--- src/rtl/aes256_unloading.sv ---
// Output-side byte collector for the AES-256 core: requests ciphertext bytes one at
// a time, packs them into a block and offers it downstream on valid/ready.
module aes256_unloading #(
  parameter int NUM_BYTES = 16,
  parameter int TIMEOUT   = 64
) (
  input  logic                   clk,
  input  logic                   rst,
  input  logic                   enc_done,
  output logic                   next_val_req,
  input  logic                   next_val_ready,
  input  logic [7:0]             data_out,
  output logic                   block_valid,
  input  logic                   block_ready,
  output logic [8*NUM_BYTES-1:0] block_data,
  output logic                   busy,
  output logic                   timeout_err,
  output logic                   overrun
);

  localparam int BLK_W = 8 * NUM_BYTES;
  localparam int CNT_W = (NUM_BYTES > 1) ? $clog2(NUM_BYTES) : 1;
  localparam logic [CNT_W-1:0] LAST_BYTE = CNT_W'(NUM_BYTES - 1);
  // Expiry is detected one count early so the abort lands exactly TIMEOUT cycles after WAIT entry.
  localparam logic [9:0] TMO_LAST = 10'(TIMEOUT - 1);

  typedef enum logic [1:0] {
    ST_IDLE = 2'd0,
    ST_REQ  = 2'd1,
    ST_WAIT = 2'd2,
    ST_OUT  = 2'd3
  } state_t;

  state_t           state_r;
  state_t           state_nxt_s;
  logic [CNT_W-1:0] byte_cnt_r;
  logic [CNT_W-1:0] byte_cnt_nxt_s;
  logic [9:0]       tmo_cnt_r;
  logic [9:0]       tmo_cnt_nxt_s;
  logic [BLK_W-1:0] block_nxt_s;
  logic             timeout_nxt_s;
  logic             overrun_nxt_s;

  // Next-state, counter and shift-register decode.
  always_comb begin
    state_nxt_s    = state_r;
    byte_cnt_nxt_s = byte_cnt_r;
    tmo_cnt_nxt_s  = tmo_cnt_r;
    block_nxt_s    = block_data;
    timeout_nxt_s  = 1'b0;
    overrun_nxt_s  = 1'b0;

    if (enc_done && (state_r != ST_IDLE)) begin
      overrun_nxt_s = 1'b1;
    end else begin
      overrun_nxt_s = 1'b0;
    end

    case (state_r)
      ST_IDLE: begin
        if (enc_done) begin
          byte_cnt_nxt_s = '0;
          state_nxt_s    = ST_REQ;
        end else begin
          state_nxt_s    = ST_IDLE;
        end
      end
      ST_REQ: begin
        tmo_cnt_nxt_s = 10'd0;
        state_nxt_s   = ST_WAIT;
      end
      ST_WAIT: begin
        // A response arriving on the expiry cycle wins over the timeout.
        if (next_val_ready) begin
          block_nxt_s = BLK_W'({block_data, data_out});
          if (byte_cnt_r == LAST_BYTE) begin
            state_nxt_s = ST_OUT;
          end else begin
            byte_cnt_nxt_s = byte_cnt_r + CNT_W'(1);
            state_nxt_s    = ST_REQ;
          end
        end else if (tmo_cnt_r == TMO_LAST) begin
          tmo_cnt_nxt_s = tmo_cnt_r + 10'd1;
          timeout_nxt_s = 1'b1;
          state_nxt_s   = ST_IDLE;
        end else begin
          tmo_cnt_nxt_s = tmo_cnt_r + 10'd1;
          state_nxt_s   = ST_WAIT;
        end
      end
      ST_OUT: begin
        if (block_ready) begin
          state_nxt_s = ST_IDLE;
        end else begin
          state_nxt_s = ST_OUT;
        end
      end
      default: begin
        state_nxt_s = ST_IDLE;
      end
    endcase
  end

  // State, counters and registered outputs; outputs decode from the next state.
  always_ff @(posedge clk or negedge rst) begin
    if (!rst) begin
      state_r      <= ST_IDLE;
      byte_cnt_r   <= '0;
      tmo_cnt_r    <= 10'd0;
      block_data   <= '0;
      next_val_req <= 1'b0;
      block_valid  <= 1'b0;
      busy         <= 1'b0;
      timeout_err  <= 1'b0;
      overrun      <= 1'b0;
    end else begin
      state_r      <= state_nxt_s;
      byte_cnt_r   <= byte_cnt_nxt_s;
      tmo_cnt_r    <= tmo_cnt_nxt_s;
      block_data   <= block_nxt_s;
      next_val_req <= (state_nxt_s == ST_REQ);
      block_valid  <= (state_nxt_s == ST_OUT);
      busy         <= (state_nxt_s != ST_IDLE);
      timeout_err  <= timeout_nxt_s;
      overrun      <= overrun_nxt_s;
    end
  end

endmodule

--- config.mk ---
export PLATFORM = sky130hd
export DESIGN_NAME = aes256_unloading
export DESIGN_NICKNAME = d
export VERILOG_FILES = /design/src/rtl/aes256_unloading.sv
export SDC_FILE = /design/constraint.sdc
export NUM_CORES = 1
export LEC_CHECK = 0
export ABC_AREA = 0
export CORE_MARGIN = 1
export CORE_UTILIZATION = 50
export DETAILED_ROUTE_END_ITERATION = 6
export PLACE_DENSITY = 0.83
export SYNTH_ARGS = -nofsm -noshare
export SYNTH_HDL_FRONTEND = slang
export SYNTH_SLANG_ARGS = --single-unit
--- constraint.sdc ---
create_clock -name clk -period 5.15 [get_ports clk]
set_input_delay 0.7725 -clock clk [delete_from_list [all_inputs] [get_ports clk]]
set_output_delay 0.7725 -clock clk [all_outputs]
set_load 0.01 [all_outputs]
[After elaboration in Yosys (flattened, before gate mapping)]
Cells that the tools add are included.
Storage, ports and cells
  bits in registers: 149
  word-level logic and storage cells: 47
  output and inout bits: 133
  bits of input ports: 13
Cells by class
  multiplexer cells: 16
  equal/unequal tests: 11
  reduce and logical (&&, ||, !) cells: 9
  add/subtract/negate cells: 2
Operator list (count)
  case mux 10 bit (2 select lines): 1
  2-to-1 mux 4 bit: 3
  adder 10 x 1 -> 10 bit (second input constant): 1
  equality test 10 x 6 -> 1 bit (second input constant): 1
  2-to-1 mux 10 bit: 1
  2-to-1 mux 2 bit: 4
  != test 2 bit (second input constant): 4
  case mux 2 bit (4 select lines): 1
  case mux 4 bit (2 select lines): 1
  nonzero test 2 bit: 4
  equality test 2 bit (second input constant): 3
  2-to-1 mux 1 bit: 5
  adder 4 x 1 -> 4 bit (second input constant): 1
  equality test 2 x 1 -> 1 bit (second input constant): 2
  equality test 4 bit (second input constant): 1
  AND reduction 2 bit: 2
  AND reduction 4 bit: 1
  zero test 2 bit: 1
  logical AND 1 bit: 1

[Longest topological paths before layout]
Gate-level depths: netlist of run 1.
  depth in word-level cells: 5
  depth in mapped cells: 6
  gate-level depth less buffers: 5

[Worst setup path after synthesis of run 1]
No wires, ideal clock.
  path kind: input port to flip-flop
  start: input next_val_ready
  end: register byte_cnt_r[0]
  setup time: 0.128 ns
  cell stages on the path: 4
  slack: 2.817 ns
  required time: 5.022 ns
  data arrival time: 2.205 ns
  buffers on the path: 0
  path through: or4_1 or4_4 a21oi_2 mux2_1
On the way
  longest elaborated chain between the ends: 2
RTL lines
  start, declared: RTL line 11  | input logic next_val_ready,
  != test 2 bit (no source line)
  AND reduction 4 bit (no source line)
  end signal, assigned: RTL line 118  | byte_cnt_r <= byte_cnt_nxt_s;
  end, declared: RTL line 36  | logic [CNT_W-1:0] byte_cnt_r;
Every way passes these cells.
A chain may end at the register's enable or synchronous reset.

[Worst setup path in the final report of run 1]
Same ends and word-level chain as after synthesis.

==> results of run 1 <==
==> metal layers <==
layer | global-route usage (%) | wire length [um]
met1 | 25.4 | 4770
met2 | 30.0 | 5040
met3 | 9.86 | 1100
met4 | 9.71 | 212
met5 | 0 | 0
==> worst paths after layout <==
check	end	cells after the start	from	slack, ns
hold / removal	block_data[100]	1	rst	0.47
hold reg to reg	tmo_cnt_r[9]	1	tmo_cnt_r[9]	0.47
min in group clk	tmo_cnt_r[9]	1	tmo_cnt_r[9]	0.47
max in group asynchronous	block_data[53]	2	rst	3.54
setup / recovery	byte_cnt_r[0]	5	next_val_ready	2.53
setup reg to reg	block_data[106]	4	state_r[1]	2.80
==> power by group <==
group	internal [mW]	switching, mW
sequential	1.52	0.263
combinational	0.910	0.586
clock	0.691	0.432
==> cell families after synthesis <==
kind of cell	after synthesis	share of synthesized area (%)
compound gates	18	2.05
xor+xnor	2	0.305
mux	134	26.2
buf+inv	20	1.57
fa+ha+maj	2	0.436
simple gates	50	4.53
flops	149	64.9
==> layout by cell type (no fill, tap or decap), drive strengths merged, types with 2 or more instances in the layout <==
cell / count
clkbuf: 29
inv: 3
ha: 2
o21ai: 6
mux2i: 4
nand3: 6
clkinv: 3
nor2: 9
buf: 3
or3b: 2
o31ai: 2
nor2b: 4
or4: 2
dfrtp: 149
nand2: 15
mux2: 130
a21oi: 4
nand2b: 5
nand4: 2
o41ai: 2
clkdlybuf4s50: 144
==> area by class of cell <==
class / count / area share [%]
Clock buffer: 29 / 6.74
Multi-Input combinational cell: 206 / 24.5
Inverter: 3 / 0.143
Sequential cell: 149 / 47.4
Clock inverter: 3 / 0.191
Tap cell: 140 / 2.23
Timing Repair Buffer: 147 / 18.8
==> stage by stage <==
| stage | hold slack, ns | instances | area, um2 | worst slack (ns) | power (mW) |
|---|---|---|---|---|---|
| 2_1_floorplan | 0.436 | 375 | 5740 | 2.82 | 2.47 |
| 3_3_place_gp | 0.461 | 645 | 7330 | 2.17 | 3.25 |
| 3_5_place_dp | 0.465 | 645 | 7330 | 2.10 | 3.31 |
| 4_1_cts | 0.474 | 677 | 7870 | 2.56 | 4.46 |
| 5_1_grt | 0.508 | 677 | 7870 | 2.42 | 4.65 |
| 6_report | 0.470 | 677 | 7870 | 2.53 | 4.40 |
==> worst register-to-register path, delay by kind of cell (launching register included) <==
family | cells | cell delay (ns)
AND/OR/NAND/NOR | 2 | 0.96
flip-flops | 1 | 0.48
buffers and inverters | 1 | 0.40
multiplexers | 1 | 0.39
==> synthesized netlist by cell type (all sizes together) <==
master	instances	area [um2]
clkbuf	5	18.8
nor3b	1	7.51
nor2	9	33.8
xor2	1	8.76
inv	3	11.3
xnor2	1	8.76
and2	1	6.26
mux2i	4	40.0
o21ai	6	30.0
nor4bb	1	10.0
or4	2	18.8
o41ai	2	17.5
nand4	2	12.5
and3	1	6.26
nand2	15	56.3
dfrtp	149	3730
or3b	2	17.5
ha	2	25.0
o31ai	2	15.0
nor2b	4	25.0
a21oi	4	23.8
o311ai	1	8.76
o211ai	1	7.51
nor3	1	5.00
nand2b	5	31.3
a22oi	1	7.51
a211oi	1	7.51
buf	12	60.1
mux2	130	1460
nand3	6	30.0
==> sequential cells by signal, summed over array words and instances, names as in the netlist <==
| name | cells |
|---|---|
| state_r | 2 |
| byte_cnt_r | 4 |
| overrun | 1 |
| block_valid | 1 |
| tmo_cnt_r | 10 |
| block_data | 128 |
| busy | 1 |
| timeout_err | 1 |
| next_val_req | 1 |
==> qor.yml, run 1 <==
fin_tns_setup_ns: 0
hp-class: "input pin to asynchronous set/reset pin"
diodes: 0
netlist_area_mm2: 0.00574
io_pins: 146
cts.clk_slew.worst_paths_ns: 0.06
tightest_slew_ns: 1.01
drc: 0
critPathTopFamily: "simple AND/OR/NAND/NOR gates"
crit_type: "input pin to flop"
ys.warnings.count: 0
core_area_mm2: 0.0110
vias: 3584
die_height_um: 109
grt_pass1_vias: 3663
yosysUniqueCellTypes: 33
rows: 38
ctsHoldBuffers: 0
cts_buffers: 17
crit_arrival_ns: 2.91
cts_tree: "done"
post_synth.cell_area_avg_um2: 15.3
relSlewSlack_pct: 32.5
clkLatencyLatePin_ns: 0.41
globalplace.congestion: 0.803
viasPerCell: 5.29
cts.path.max_buffers: 2
critPathBufInv: 1
drt_iter0_drc: 117
finalCriticalPeriod_ns: 2.62
ctsResizeCount: 0
skew_ns: 0.00544
cts_sinks: 149
synth_fp_nets: 390
die-area_mm2: 0.0119
cts_setup_buffers: 0
dieWidth_um: 109
final_util_pct: 71.4
synthCells: 375
antenna_found_initial: 0
area_growth_pct: 37.1
ys_seq_elements: 149
htreeDepth: 4
grt_max_degree: 113
p_leak_nw: 3.65
setup_violations: 0
grt_overflow: 0
synth_sequential_area_ratio_pct: 64.9
nFillCells: 778
ant_nets: 0
slowest_delay_ns: 0.56
required_ns: 5.44
fin_crit_sh_pct: 50.9
grt_pass1_wl_mm: 18.2
wl_per_cell_um: 16.4
path_cells: "clkdlybuf4s50_1 -> or4_1 -> or4_4 -> a21oi_2 -> mux2_1"
final_max_slew_viol_count: 0
rsz0062_at_grt: "no"
nets: 539
crit_slowest_cell: "clkdlybuf4s50_1"
gr-usage-all-layers_pct: 20.4
timing.fmax_ghz: 0.382
status: "complete, no violations"
ir_drop_mv: 0.381
hold_viol_final: 0
dp_hpwl_mm: 7.48
drtPass1Iterations: 4
start_util_pct: 52.1
cp-start-kind: "input pin"
seqCellArea_mm2: 0.00373
maxCapViolations: 0
cts-root-buf: "clkbuf_16"
worst_setup_path_end_kind: "flop"
routed_wirelength_mm: 11.1
multiInputGateArea_mm2: 0.00193
path_max_fanout: 7
power_density_mw_per_mm2: 559
portBuffers: 145
drive_gt1_share_pct: 30.4
Power figures use the tool's default switching activity.
==> run 2: changes to the inputs <==
--- a/config.mk
+++ b/config.mk
@@ -7,9 +7,9 @@
 export LEC_CHECK = 0
 export ABC_AREA = 0
 export CORE_MARGIN = 1
-export CORE_UTILIZATION = 50
+export CORE_UTILIZATION = 44
 export DETAILED_ROUTE_END_ITERATION = 6
-export PLACE_DENSITY = 0.83
+export PLACE_DENSITY = 0.78
 export SYNTH_ARGS = -nofsm -noshare
 export SYNTH_HDL_FRONTEND = slang
 export SYNTH_SLANG_ARGS = --single-unit
==> constraint.sdc (replaced) <==
create_clock -name clk -period 2.2 [get_ports clk]
set_input_delay 0.33 -clock clk [delete_from_list [all_inputs] [get_ports clk]]
set_output_delay 0.33 -clock clk [all_outputs]
set_load 0.01 [all_outputs]
==> run 2 against run 1 <==
Against the previous run:
- sequential power rose by 130%
- final cell count rose by 5.8%
- power rose by 130%
- flip-flop and latch count did not move
- first-iteration DRC count rose by 16%
- largest power group unchanged
- sequential share of layout area fell by 0.84 points
- clock-buffer cell count fell by 6
- worst hold slack got worse by 0.068 ns
- routed wire length fell by 2.6%
==> qor.yml, run 2 (synthesis results as in run 1) <==
status: "complete, no violations"  # unchanged
grt_pass1_vias: 3640  # was 3,663
layout_commonest_cell: "dfrtp_1"  # unchanged
r2r_end: "byte_cnt_r[0]"  # was block_data[106]
dieWidth_um: 116  # was 109 um
cts_tree: "done"  # unchanged
io_pins: 146  # unchanged
whs_ns: 0.402  # was 0.470 ns
viasPerCell: 4.98  # was 5.29
p_leak_nw: 3.70  # was 3.65 nW
gr-usage-all-layers_pct: 17.3  # was 20.4%
reg_top3: "block_data x128, tmo_cnt_r x10, byte_cnt_r x4"  # unchanged
rsz0062_at_grt: "no"  # unchanged
die-area_mm2: 0.0135  # was 0.0119 mm2
portBuffers: 145  # unchanged
fin_area_mm2: 0.00801  # was 0.00787 mm2
ir_drop_mv: 0.788  # was 0.381 mV
nets: 547  # was 539
cts_buffers: 17  # unchanged
final_util_pct: 63.2  # was 71.4%
routed_wirelength_mm: 10.8  # was 11.1 mm
relSlewSlack_pct: 73.0  # was 32.5%
skew_ns: 0.00453  # was 0.00544 ns
antenna_found_initial: 0  # unchanged
grt_overflow: 0  # unchanged
vias: 3563  # was 3,584
setup_violations: 0  # unchanged
final_cell_mix: "dfrtp_1 (149), clkdlybuf4s50_1 (144), mux2_2 (129)"  # unchanged
grt_max_degree: 61  # was 113
core_area_mm2: 0.0127  # was 0.0110 mm2
worst-r2r-cell-count: 4  # unchanged
start_util_pct: 45.3  # was 52.1%
crit_type: "flop to flop"  # was input pin to flop
globalplace.congestion: 0.780  # was 0.803
cts.path.max_buffers: 2  # unchanged
final_max_slew_viol_count: 0  # unchanged
timing.fmax_ghz: 0.489
hold_viol_final: 0  # unchanged
area_growth_pct: 39.5  # was 37.1%
drc: 0  # unchanged
r2r_slack_ns: 0.15  # was 2.80 ns
power_density_mw_per_mm2: 1280  # was 559 mW/mm2
wl_per_cell_um: 15.1  # was 16.4 um
reg2reg_from: "tmo_cnt_r[7]"  # was state_r[1]
htreeDepth: 4  # unchanged
nFillCells: 985  # was 778
diodes: 0  # unchanged
cts.clk_slew.worst_paths_ns: 0.06  # about the same
clkLatencyLatePin_ns: 0.41  # about the same
startpoint: "tmo_cnt_r[7]"  # was next_val_ready
cp-endpoint: "byte_cnt_r[0]"  # unchanged
worst_setup_path_end_kind: "flop"  # unchanged
cts_sinks: 149  # unchanged
dp_hpwl_mm: 7.57  # was 7.48 mm
grt_pass1_wl_mm: 18.0  # was 18.2 mm
maxCapViolations: 0  # unchanged
drive_gt1_share_pct: 32.0  # was 30.4%
largest-register: "block_data"  # unchanged
largest_reg_flops: 128  # unchanged
die_height_um: 116  # was 109 um
finalCriticalPeriod_ns: 2.05
drt_iter0_drc: 136  # was 117
crit_arrival_ns: 2.33  # was 2.91 ns
tightest_slew_ns: 0.405  # was 1.01 ns
path_max_fanout: 4  # was 7
cp-start-kind: "flop"  # was input pin
dpl-instance-area_mm2: 0.00746  # was 0.00733 mm2
drtPass1Iterations: 4  # unchanged
hp-class: "input pin to asynchronous set/reset pin"  # unchanged
fin_crit_sh_pct: 93.0
rows: 41  # was 38
cts-root-buf: "clkbuf_16"  # unchanged
required_ns: 2.49  # was 5.44 ns
ant_nets: 0  # unchanged
==> run 2: cell types whose count changed in the layout (fill, tap and decap cells not counted), sizes merged <==
cell,previous run,this run
buf,3,10
clkbuf,29,23
clkinv,3,5
clkinvlp,0,2
dlygate4sd3,0,1
inv,3,4
==> run 2: worst max-delay path, cell delays in order (launching register included) <==
cell	delay, ns
dfrtp_1	0.40
or4_1	0.53
or4_4	0.46
a21oi_2	0.19
mux2_1	0.35
==> run 2: power breakdown <==
group          leakage, nW  switching, mW  internal, mW  total, mW
clock                0.271           1.02          1.58       2.59
sequential            1.97          0.615          3.55       4.17
combinational         1.46           1.35          2.17       3.52
total                 3.70           2.98          7.30       10.3
==> run 2: repair_timing <==
item / 4_1_cts / 5_1_grt
buffers inserted: 0 / 0
resized for setup: 0 / 0
endpoints found under the hold margin: 38 / 0
hold buffers: 1 / 0
==> run 2: how the worst min path moves through the flow <==
stage	from	end	slack (ns)	cells past startpoint
after detailed placement	rst	block_data[124]	0.27	1
after CTS	rst	block_data[125]	0.41	2
after global routing	rst	block_data[125]	0.44	2
final	rst	block_data[124]	0.40	2
after global placement	rst	block_data[124]	0.26	1
after floorplan	rst	block_data[0]	0.03	0
==> run 2: final cells by class <==
class,count,area [um2],share of cell area [%]
clock buffers,23,498,6.21
clock inverters,8,48.8,0.609
inverters,3,11.3,0.141
multi-input cells,206,1930,24.1
flip-flops and latches,149,3730,46.5
well taps,172,215,2.69
repair buffers,155,1580,19.7
==> run 2: stage by stage <==
| step | worst slack, ns | power, mW | setup TNS, ns | cells |
|---|---|---|---|---|
| 2_1_floorplan | 0.221 | 5.78 | 0 | 375 |
| 3_3_place_gp | -0.120 | 7.65 | -0.295 | 684 |
| 3_5_place_dp | -0.190 | 7.78 | -0.637 | 684 |
| 4_1_cts | 0.144 | 10.4 | 0 | 716 |
| 5_1_grt | 0.0931 | 10.9 | 0 | 716 |
| 6_report | 0.154 | 10.3 | 0 | 716 |
==> run 2: routing by layer <==
layer	global-route usage (%)	share of wire (%)	up-vias
met5	0	0	-
met4	7.09	1.4	0
met3	7.01	7.8	17
met2	26.9	47	123
li1	-	-	1651
met1	21.6	44	1772
==> run 3: changes to the inputs <==
--- a/config.mk
+++ b/config.mk
@@ -7,9 +7,10 @@
 export LEC_CHECK = 0
 export ABC_AREA = 0
 export CORE_MARGIN = 1
-export CORE_UTILIZATION = 44
+export CORE_UTILIZATION = 49
 export DETAILED_ROUTE_END_ITERATION = 6
-export PLACE_DENSITY = 0.78
+export PLACE_DENSITY = 0.82
+export SLEW_MARGIN = 20
 export SYNTH_ARGS = -nofsm -noshare
 export SYNTH_HDL_FRONTEND = slang
 export SYNTH_SLANG_ARGS = --single-unit
==> constraint.sdc (replaced) <==
create_clock -name clk -period 2 [get_ports clk]
set_input_delay 0.3 -clock clk [delete_from_list [all_inputs] [get_ports clk]]
set_output_delay 0.3 -clock clk [all_outputs]
set_load 0.01 [all_outputs]
==> run 3 against run 2 <==
Against the previous run:
- fmax rose by 2.6%
- sequential share of layout area fell by 0.38 points
- via count rose by 1.3%
- highest routed layer unchanged
- sequential power rose by 10%
- first-iteration DRC count rose by 15%
- combinational power rose by 12%
- clock skew barely moved
- routed wire length rose by 4.2%
- largest power group unchanged
- worst setup slack got worse by 0.15 ns
- non-clock buffer count rose by 6
- largest cell class unchanged
- critical path type unchanged
- clock-buffer cell count fell by 3
- final cell count fell by 3.4%
==> qor.yml, run 3 (synthesis results as in run 1) <==
status: "complete, no violations"  # unchanged
grt_max_degree: 56  # was 61
nets: 553  # was 547
area_growth_pct: 40.7  # was 39.5%
seqCellArea_mm2: 0.00373  # unchanged
tightest_slew_ns: 0.561  # was 0.405 ns
layout_commonest_cell: "dfrtp_1"  # unchanged
relSlewSlack_pct: 62.6  # was 73.0%
whs_ns: 0.361  # was 0.402 ns
p_clk_share_pct: 26.1  # was 25.2%
drtPass1Iterations: 4  # unchanged
htreeDepth: 4  # unchanged
final_max_slew_viol_count: 0  # unchanged
start_util_pct: 50.3  # was 45.3%
wl_per_cell_um: 16.3  # was 15.1 um
diodes: 0  # unchanged
multiInputGateArea_mm2: 0.00196  # was 0.00193 mm2
vias: 3608  # was 3,563
nFillCells: 792  # was 985
fin_crit_sh_pct: 99.7  # was 93.0%
path_cells: "or4_4 -> or4_4 -> a21oi_4 -> mux2_4"  # was or4_1 -> or4_4 -> a21oi_2 -> mux2_1
cts-root-buf: "clkbuf_16"  # unchanged
rsz0062_at_grt: "yes"  # was no
slowest_delay_ns: 0.52  # was 0.53 ns
cts_buffers: 17  # unchanged
crit_type: "flop to flop"  # unchanged
placedCellCount: 660  # was 684
power_density_mw_per_mm2: 1430  # was 1280 mW/mm2
rows: 39  # was 41
final_cell_mix: "dfrtp_1 (149), clkdlybuf4s50_1 (144), mux2_2 (129)"  # unchanged
clkLatencyLatePin_ns: 0.42  # was 0.41 ns
gr-usage-all-layers_pct: 19.5  # was 17.3%
fin_cells: 692  # was 716
cts.path.max_buffers: 2  # unchanged
viasPerCell: 5.21  # was 4.98
ant_nets: 0  # unchanged
cts.clk_slew.worst_paths_ns: 0.06  # about the same
largest_reg_flops: 128  # unchanged
die-area_mm2: 0.0122  # was 0.0135 mm2
globalplace.congestion: 0.818  # was 0.780
routed_wirelength_mm: 11.3  # was 10.8 mm
ir_drop_mv: 0.944  # was 0.788 mV
portBuffers: 145  # unchanged
worst_setup_path_end_kind: "flop"  # unchanged
drc: 0  # unchanged
path_max_fanout: 4  # unchanged
hp-class: "input pin to asynchronous set/reset pin"  # unchanged
cts_tree: "done"  # unchanged
setup_violations: 0  # unchanged
cts_sinks: 149  # unchanged
path_common_cell: "or4_4"
grt_pass1_wl_mm: 17.6  # was 18.0 mm
power_mw: 11.6  # was 10.3 mW
die_height_um: 110  # was 116 um
io_pins: 146  # unchanged
timing.fmax_ghz: 0.502  # was 0.489 GHz
critPathTopFamily: "simple AND/OR/NAND/NOR gates"  # unchanged
grt_pass1_vias: 3576  # was 3,640
crit_slowest_cell: "or4_4"  # was or4_1
dpl-instance-area_mm2: 0.00747  # was 0.00746 mm2
dieWidth_um: 110  # was 116 um
skew_ns: 0.00476  # was 0.00453 ns
grt_overflow: 0  # unchanged
critPathBufInv: 0  # unchanged
combPwrFrac_pct: 34.2  # about the same
switching_power_mw: 3.34  # was 2.98 mW
required_ns: 2.30  # was 2.49 ns
power_frac_seq_pct: 39.7  # was 40.6%
dp_hpwl_mm: 7.77  # was 7.57 mm
antenna_found_initial: 0  # unchanged
fin_area_mm2: 0.00808  # was 0.00801 mm2
p_leak_nw: 3.74  # was 3.70 nW
finalCriticalPeriod_ns: 1.99  # was 2.05 ns
power.internal_mw: 8.22  # was 7.30 mW
final_util_pct: 70.8  # was 63.2%
core_area_mm2: 0.0114  # was 0.0127 mm2
swShare_pct: 28.9  # was 29.0%
crit_arrival_ns: 2.29  # was 2.33 ns
drive_gt1_share_pct: 33.5  # was 32.0%
hold_viol_final: 0  # unchanged
maxCapViolations: 0  # unchanged
drt_iter0_drc: 156  # was 136
reg_top3: "block_data x128, tmo_cnt_r x10, byte_cnt_r x4"  # unchanged
largest-register: "block_data"  # unchanged
cp-start-kind: "flop"  # unchanged
==> run 3: metrics by stage <==
step | setup WS, ns | setup TNS, ns
floorplan | 0.0208 | 0
global placement | -0.281 | -1.65
detailed placement | -0.333 | -2.16
CTS | 0.00131 | 0
global route | -0.0418 | -0.155
finish | 0.00637 | 0
==> run 3: power groups by stage <==
stage	registers, mW	clock network [mW]	logic, mW
final	4.59	3.02	3.95
after detailed placement	4.63	0	3.94
after global placement	4.56	0	3.86
after floorplan	4.86	0	1.50
after global routing	4.72	3.21	4.24
after CTS	4.59	3.09	3.99
==> run 3: what timing repair did <==
item                                   in CTS  in global routing
buffers inserted                            0                  1
gates resized for setup                     3                  3
hold buffers                                1                  0
setup endpoints to repair                   4                  6
endpoints found under the hold margin      37                  0
pin swaps                                   0                  2
==> run 3: final timing paths <==
kind	depth (start not counted)	endpoint	slack, ns	startpoint
setup / recovery	4	byte_cnt_r[0]	0.006	tmo_cnt_r[8]
hold reg to reg	1	block_data[122]	0.50	block_data[122]
min in group clk	2	block_data[7]	0.50	data_out[7]
max in group asynchronous	3	block_data[88]	1.02	rst
hold / removal	2	block_data[69]	0.36	rst
setup reg to reg	4	byte_cnt_r[0]	0.006	tmo_cnt_r[8]
==> run 3: per-layer routing <==
metal	GRT usage [%]	part of all wire (%)	wire length, um
met5	0	0	0
met4	8.83	1.5	174
met3	8.58	9.0	1010
met2	30.2	48	5390
met1	23.5	42	4720
==> run 3: cell type report <==
cell class / count / share of cell area, %
clock buffer: 20 / 5.65
inverter: 3 / 0.139
sequential: 149 / 46.1
tap: 143 / 2.21
timing repair buffer: 161 / 20.3
multi-input combinational: 206 / 24.2
clock inverter: 10 / 1.33
==> run 3: worst register-to-register path: cells and delay by family, from the launching register on <==
kind,cells,cell delay [ns]
DFF,1,0.40
muxes,1,0.31
AOI/OAI and AO/OA,1,0.17
and+or+nand+nor,2,1.00
